==> config.mk <==
export PLATFORM = sky130hd
export DESIGN_NAME = spart_tx_arb
export DESIGN_NICKNAME = d
export VERILOG_FILES = /design/src/rtl/spart_arb_pkg.sv /design/src/rtl/spart_rr_pick.sv /design/src/rtl/spart_tx_arb.sv
export SDC_FILE = /design/constraint.sdc
export NUM_CORES = 1
export LEC_CHECK = 0
export BUFFER_PORTS_ARGS = -buffer_cell sky130_fd_sc_hd__buf_4
export CAP_MARGIN = 40
export CELL_PAD_IN_SITES_DETAIL_PLACEMENT = 1
export CELL_PAD_IN_SITES_GLOBAL_PLACEMENT = 2
export CORE_UTILIZATION = 27
export DETAILED_ROUTE_END_ITERATION = 8
export PLACE_DENSITY = 0.83
export REMOVE_ABC_BUFFERS = 1
export SETUP_SLACK_MARGIN = 0.02
export SYNTH_ARGS = -nofsm -noshare
export SYNTH_HDL_FRONTEND = slang
export SYNTH_SLANG_ARGS = --single-unit
==> constraint.sdc <==
create_clock -name clk -period 5.8 [get_ports clk]
set_input_delay 0.87 -clock clk [delete_from_list [all_inputs] [get_ports clk]]
set_output_delay 0.87 -clock clk [all_outputs]
set_load 0.005 [all_outputs]
==> src/rtl/spart_arb_pkg.sv <==
// Shared state encoding and SPART register map for the SPART transmit arbiter.
package spart_arb_pkg;

  typedef enum logic [2:0] {
    IDLE    = 3'd0,
    POLL    = 3'd1,
    RESP    = 3'd2,
    BACKOFF = 3'd3,
    WRITE   = 3'd4,
    GAP     = 3'd5
  } state_e;

  localparam logic [7:0] SPART_STATUS_ADDR = 8'h10;
  localparam logic [7:0] SPART_DATA_ADDR   = 8'h11;
  localparam int         TX_FULL_BIT       = 24;
  localparam int         DATA_LSB          = 24;

endpackage

==> src/rtl/spart_rr_pick.sv <==
// Combinational round-robin picker: first set request scanning upward from rr_ptr+1, wrapping.
module spart_rr_pick #(
  parameter int NUM_REQ = 3,
  parameter int IDX_W   = $clog2(NUM_REQ)
) (
  input  logic [NUM_REQ-1:0] req,
  input  logic [IDX_W-1:0]   rr_ptr,
  output logic [IDX_W-1:0]   winner,
  output logic               any_valid
);

  logic [IDX_W-1:0] idx_s;

  // Walk from the farthest candidate back to the nearest so the nearest set request wins.
  always_comb begin
    winner    = '0;
    idx_s     = '0;
    any_valid = |req;
    for (int k = NUM_REQ; k >= 1; k--) begin
      idx_s = IDX_W'((int'(rr_ptr) + k) % NUM_REQ);
      if (req[idx_s]) begin
        winner = idx_s;
      end else begin
        winner = winner;
      end
    end
  end

endmodule

==> src/rtl/spart_tx_arb.sv <==
// Citron-bus master sharing the SPART TX queue between NUM_REQ byte-stream requesters.
// Optional message locking is enabled by defining SPART_TX_ARB_LOCK_EN.
module spart_tx_arb
  import spart_arb_pkg::*;
#(
  parameter int NUM_REQ     = 3,
  parameter int BACKOFF_CYC = 4,
  parameter int CNT_W       = 16
) (
  input  logic                       clk,
  input  logic                       rst_n,
  input  logic [NUM_REQ-1:0]         req_valid,
  input  logic [NUM_REQ*8-1:0]       req_data,
  input  logic [NUM_REQ-1:0]         req_last,
  output logic [NUM_REQ-1:0]         req_ready,
  output logic [7:0]                 citron_addr,
  output logic                       citron_rdy,
  output logic                       citron_wr,
  output logic [31:0]                citron_writedata,
  input  logic [31:0]                citron_readdata,
  input  logic                       citron_stall,
  input  logic                       citron_match,
  output logic [$clog2(NUM_REQ)-1:0] grant_id,
  output logic                       busy,
  output logic [CNT_W-1:0]           tx_count
);

  localparam int IDX_W = $clog2(NUM_REQ);
  localparam int BO_W  = $clog2(BACKOFF_CYC + 1);

  state_e             state_q, state_d;
  logic [IDX_W-1:0]   grant_q, grant_d;
  logic [IDX_W-1:0]   rr_q, rr_d;
  logic [BO_W-1:0]    bo_q, bo_d;
  logic               miss_q, miss_d;
  logic [CNT_W-1:0]   tx_count_q, tx_count_d;
  logic [7:0]         addr_q, addr_d;
  logic               rdy_q, rdy_d;
  logic               wr_q, wr_d;
  logic [31:0]        wdata_q, wdata_d;
  logic               busy_q, busy_d;
  logic [NUM_REQ-1:0] req_ready_s;
  logic [IDX_W-1:0]   pick_s;
  logic               any_s;
  logic               locked_s;
  logic               unused_rd_s;

  assign unused_rd_s = ^{citron_readdata[31:TX_FULL_BIT+1], citron_readdata[TX_FULL_BIT-1:0]};

  spart_rr_pick #(
    .NUM_REQ (NUM_REQ),
    .IDX_W   (IDX_W)
  ) u_pick (
    .req       (req_valid),
    .rr_ptr    (rr_q),
    .winner    (pick_s),
    .any_valid (any_s)
  );

`ifdef SPART_TX_ARB_LOCK_EN
  logic lock_q, lock_d;

  // A written byte without req_last keeps the grant for the rest of its message.
  always_comb begin
    if (state_q == WRITE && !citron_stall) begin
      lock_d = ~req_last[grant_q];
    end else begin
      lock_d = lock_q;
    end
  end

  always_ff @(posedge clk or negedge rst_n) begin
    if (!rst_n) begin
      lock_q <= 1'b0;
    end else begin
      lock_q <= lock_d;
    end
  end

  assign locked_s = lock_q;
`else
  logic unused_last_s;
  assign unused_last_s = ^req_last;
  assign locked_s      = 1'b0;
`endif

  // Transaction sequencing; req_ready is combinational so it lands in the accepting WRITE cycle.
  always_comb begin
    state_d     = state_q;
    grant_d     = grant_q;
    rr_d        = rr_q;
    bo_d        = bo_q;
    miss_d      = miss_q;
    tx_count_d  = tx_count_q;
    req_ready_s = '0;
    case (state_q)
      IDLE: begin
        if (any_s) begin
          grant_d = pick_s;
          state_d = POLL;
        end else begin
          state_d = IDLE;
        end
      end
      POLL: begin
        if (!citron_stall) begin
          miss_d  = ~citron_match;
          state_d = RESP;
        end else begin
          state_d = POLL;
        end
      end
      RESP: begin
        if (miss_q || citron_readdata[TX_FULL_BIT]) begin
          bo_d    = '0;
          state_d = BACKOFF;
        end else begin
          state_d = WRITE;
        end
      end
      BACKOFF: begin
        if (bo_q == BO_W'(BACKOFF_CYC - 1)) begin
          bo_d    = '0;
          state_d = POLL;
        end else begin
          bo_d    = bo_q + BO_W'(1);
        end
      end
      WRITE: begin
        if (!citron_stall) begin
          req_ready_s = NUM_REQ'(1) << grant_q;
          tx_count_d  = tx_count_q + CNT_W'(1);
          rr_d        = grant_q;
          state_d     = GAP;
        end else begin
          state_d = WRITE;
        end
      end
      GAP: begin
        if (locked_s) begin
          state_d = POLL;
        end else begin
          state_d = IDLE;
        end
      end
      default: begin
        state_d = IDLE;
      end
    endcase
  end

  // Bus outputs are decoded from the next state so they are registered yet aligned with it.
  always_comb begin
    addr_d  = 8'h00;
    rdy_d   = 1'b0;
    wr_d    = 1'b0;
    wdata_d = 32'h0000_0000;
    busy_d  = (state_d != IDLE);
    case (state_d)
      POLL: begin
        addr_d = SPART_STATUS_ADDR;
        rdy_d  = 1'b1;
      end
      WRITE: begin
        addr_d                  = SPART_DATA_ADDR;
        rdy_d                   = 1'b1;
        wr_d                    = 1'b1;
        wdata_d[DATA_LSB +: 8]  = req_data[{grant_d, 3'b000} +: 8];
      end
      default: begin
        addr_d = 8'h00;
      end
    endcase
  end

  always_ff @(posedge clk or negedge rst_n) begin
    if (!rst_n) begin
      state_q    <= IDLE;
      grant_q    <= '0;
      rr_q       <= IDX_W'(NUM_REQ - 1);
      bo_q       <= '0;
      miss_q     <= 1'b0;
      tx_count_q <= '0;
      addr_q     <= 8'h00;
      rdy_q      <= 1'b0;
      wr_q       <= 1'b0;
      wdata_q    <= 32'h0000_0000;
      busy_q     <= 1'b0;
    end else begin
      state_q    <= state_d;
      grant_q    <= grant_d;
      rr_q       <= rr_d;
      bo_q       <= bo_d;
      miss_q     <= miss_d;
      tx_count_q <= tx_count_d;
      addr_q     <= addr_d;
      rdy_q      <= rdy_d;
      wr_q       <= wr_d;
      wdata_q    <= wdata_d;
      busy_q     <= busy_d;
    end
  end

  assign req_ready        = req_ready_s;
  assign citron_addr      = addr_q;
  assign citron_rdy       = rdy_q;
  assign citron_wr        = wr_q;
  assign citron_writedata = wdata_q;
  assign grant_id         = grant_q;
  assign busy             = busy_q;
  assign tx_count         = tx_count_q;

endmodule

* After elaboration in Yosys (flattened, before gate mapping)
Index checks and enable logic that the tools add are counted.
** Operators by class
- $add $sub $neg :: 5
- Divide/modulo/power cells :: 3
- Order comparisons :: 3
- Equality and inequality tests :: 8
- Shifts and indexed selects :: 2
- Multiplexer cells :: 26
- Bitwise gates (word level) :: 2
- Reduce and logical (&&, ||, !) cells :: 9
** Operators by type and width (number)
- $mod A32 B3 Y32 const B :: 3
- $shiftx A24 B6 Y8 :: 1
- $mux W3 :: 6
- $add A16 B1 Y16 const B :: 1
- $pmux W3 S5 :: 1
- $mux W2 :: 6
- $pmux W5 S2 :: 1
- $eq A3 B2 Y1 const B :: 3
- $lt A2 B3 Y1 const B :: 3
- $mux W8 :: 1
- $mux W1 :: 7
- $add A2 B2 Y3 const B :: 2
- $bmux W1 S2 :: 3
- $eq A3 B1 Y1 const B :: 2
- $eq A3 B3 Y1 const B :: 2
- $pmux W3 S2 :: 1
- $reduce_and A2 Y1 :: 3
- $add A2 B1 Y3 const B :: 1
- $add A3 B1 Y3 const B :: 1
- $logic_not A3 Y1 :: 1
- $reduce_bool A3 Y1 :: 1
- $reduce_or A3 Y1 :: 1
- $shl A1 B2 Y3 const A :: 1
- $ne A2 B2 Y1 const B :: 1
- 4 further kinds :: 5
** Word-level totals
- Register bits :: 46
- Input port bits :: 66
- Output and inout port bits :: 64
- Logic and storage cells :: 69

* Longest topological paths before layout
- Depth in word-level cells :: 11
- Depth in mapped cells :: 8
- Gate-level depth less buffers :: 7

* Cells and area by module
A second synthesis with hierarchy kept.
** Unflattened totals
- Cell total of the unflattened synthesis :: 205
- Area, all modules :: 2175.8 sq um
** Modules (own cells, without submodules)
- spart_tx_arb :: times used 1, cells each 185, area each 2025.7 sq um, seq. area each 952.2 sq um
- spart_rr_pick :: times used 1, cells each 20, area each 150.1 sq um, seq. area each 0.0 sq um

* Worst setup path after synthesis
No wires, ideal clock.
- Path kind :: in2out
- Start point :: input port citron_stall
- End point :: output port req_ready[2]
- Arrival :: 1573 ps
- Required time :: 4930 ps
- Slack :: 3357 ps
- Stages on the path :: 3
- Buffers on the path :: 0
- Cells stage by stage :: nor2_1 -> nand3b_1 -> nor3b_1
** On the way
- Word-level cells in the longest chain between the ends :: 2
** RTL lines
- start: declaration :: line spart_tx_arb.sv:21 : input logic citron_stall,
- $mux W3 :: line spart_tx_arb.sv:130 : if (!citron_stall) begin
- $mux W3 :: line spart_tx_arb.sv:96 : case (state_q)
- end: declaration :: line spart_tx_arb.sv:15 : output logic [NUM_REQ-1:0] req_ready,
Every way passes these cells.

* Worst setup path in the final report
Ends and elaborated chain as after synthesis.

==> metrics.txt <==
Synth area leader=dfrtp_1; IO buf count=65; hold buffer count at CTS=0; I/O Pins=130; Area growth syn-to-layout=23.1%; Fin Setup TNS=0 ns; final hold slack=0.488 ns; # setup viols final=0; area share of the largest cell type after synthesis=0.390; total power=1080 uW; sequential area share after synthesis=0.401; flops & latches, synth=38; Die Width=95.8 um; Final #Nets=367; post-DP HPWL=4270 um; EDFF count, synth=0; CP startpoint kind=input port; first-pass GRT wire length=between 9000 and 10000 um; Tot GR Track Use=0.133; Max Freq=0.340 GHz; relative slew slack=0.437; Crit path required time=4.93 ns; crit share post-route=0.507; # resized after CTS=0; number of antenna diodes=0; worst slew pin tran=~0.84 ns; DRT Wirelength=5730 um; Final Hold Viols=0; dpl cells=393; DR vias/cell=4.65; Power Dens Cells=369 nW/um^2; Crit. End Element=output port; Iteration-0 DRC Markers=65; Mapped Cells=232; ys flop type=dfrtp_1; Ys Warns=0; CP arrival=2.07 ns; Layout Skew=0.00412 ns; worst IR drop on VDD=between 0.1 and 0.15 mV; wire per inst=14.3 um; vias in the first global route=approximately 1800; antenna violations before repair=0; Reg clk slew, reported paths=0.07 ns; via count=around 1900; CORE AREA=around 8400 um^2; FP Rows=33; r2r worst-path depth=6; CP Class=input port to output port; Clock Path Buffers=2; Slew Limit Fails=0; largest net degree at the start of global routing=39; final core occ=0.349; Max FO, Critical Path=6; layout cell share with drive strength beyond 1=0.321; Max-cap violations=0; most common cell in the netlist=dfrtp_1; Final GP Congestion=approximately 0.84; Synth area leaders=dfrtp_1 (39%), buf_4 (11%), o211ai_2 (4.2%); Initial Util=0.283; Worst Hold Class=flip-flop to flip-flop; fill cell count=978; Synth cell types=53; Pre-antenna DRT Iters=3; synthesized area per cell=slightly above 10 um^2; synthesized area=2370 um^2; Die ar.=9170 um^2; chip height=95.8 um; WHS Path Cells=1; minimum clock period after layout=2.94 ns; CTS root buf=clkbuf_8; Async S/R FF share, synth=1.00; synth cell count leaders=dfrtp_1 (37), buf_4 (34), nand2_1 (20); Cell Count, Final, Fillers Out=between 400 and 500; # Post-CTS Setup Buffers=0; post-route ant nets=0; status=finished, final reports clean; DRC Markers=0; total leakage power=between 0.001 and 0.0015 uW; H-tree Lvls=2; Clk Latency, worst-skew pair=0.29 ns; clock sink count=38; TritonCTS clock tree=built; CTS Buf Count=5; RSZ-0062 raised after global routing=no; gr ovfl total=0
cell type report:
| class | count | area [um^2] | area share |
|---|---|---|---|
| inverter | 8 | 30.0 | 0.0103 |
| timing repair buffer | 67 | 507 | 0.173 |
| tap | 105 | 131 | 0.0449 |
| clock inverter | 1 | 30.0 | 0.0103 |
| multi-input combinational | 175 | 1200 | 0.409 |
| clock buffer | 7 | 76.3 | 0.0261 |
| sequential | 38 | 952 | 0.326 |
sequential cells by signal, indices dropped and copies added (netlist names):
signal	flops
tx_count	16
citron_writedata	8
bo_q	3
state_q	3
grant_id	2
rr_q	2
busy	1
citron_rdy	1
citron_wr	1
miss_q	1
metal layers:
| metal | GRT usage | wire length (um) | up-vias |
|---|---|---|---|
| met4 | 0.0299 | 55 | 0 |
| met1 | 0.165 | 2530 | 917 |
| met2 | 0.229 | 2820 | 54 |
| met5 | 0 | 0 | - |
| met3 | 0.0340 | 327 | 7 |
| li1 | - | - | 886 |
final timing paths:
| path | start | to | slack (ns) |
|---|---|---|---|
| worst max-delay path | citron_stall | req_ready[2] | 2.86 |
| worst min-delay path | tx_count[15]$_DFFE_PN0P_ | tx_count[15]$_DFFE_PN0P_ | 0.49 |
| worst max register to register | rr_q[1]$_DFFE_PN1P_ | citron_writedata[31]$_DFF_PN0_ | 3.26 |
| worst min register to register | tx_count[15]$_DFFE_PN0P_ | tx_count[15]$_DFFE_PN0P_ | 0.49 |
| max in group asynchronous | rst_n | rr_q[1]$_DFFE_PN1P_ | 4.89 |
| min in group asynchronous | rst_n | tx_count[7]$_DFFE_PN0P_ | 0.55 |
layout by cell type (no fill, tap or decap), types with 3 or more instances in the layout:
| cell | instances |
|---|---|
| nor3b_1 | 3 |
| o211ai_1 | 8 |
| xor2_1 | 6 |
| nand3_1 | 8 |
| nor2_1 | 11 |
| clkbuf_8 | 5 |
| ha_1 | 6 |
| nand4_1 | 4 |
| nand2b_1 | 3 |
| inv_1 | 8 |
| dfrtp_1 | 37 |
| nand2_1 | 20 |
| nand3b_1 | 3 |
| o211ai_2 | 8 |
| conb_1 | 30 |
| buf_4 | 66 |
| a21oi_1 | 6 |
| xnor2_1 | 9 |
| o2111ai_1 | 9 |
| o21ai_0 | 4 |
cell families after synthesis:
family,after synthesis,share of synthesized area
flops,38,0.401
simple gates,72,0.173
xor+xnor,15,0.0553
fa+ha+maj,6,0.0316
compound gates,47,0.172
buf+inv,48,0.141
mux,5,0.0237
other cells,1,0.00158
critical path, cell delays in order:
cell and delay, ns:
buf_4 0.13, nor2_1 0.36, nand3b_1 0.30, nor3b_1 0.28, buf_4 0.15
through the flow:
step	setup WS, ns	instance area, um^2
after floorplan	3.13	2180
after global routing	2.72	2920
after detailed placement	2.83	2820
final	2.86	2920
after global placement	2.75	2810
after CTS	2.84	2920
where the power goes:
group | internal, uW | total, uW | switching [uW]
Clock | 129 | 220 | 91.7
Combinational | 198 | 472 | 274
Sequential | 319 | 386 | 66.9
Total | 646 | 1080 | 433
(Power assumes the default switching activity.)
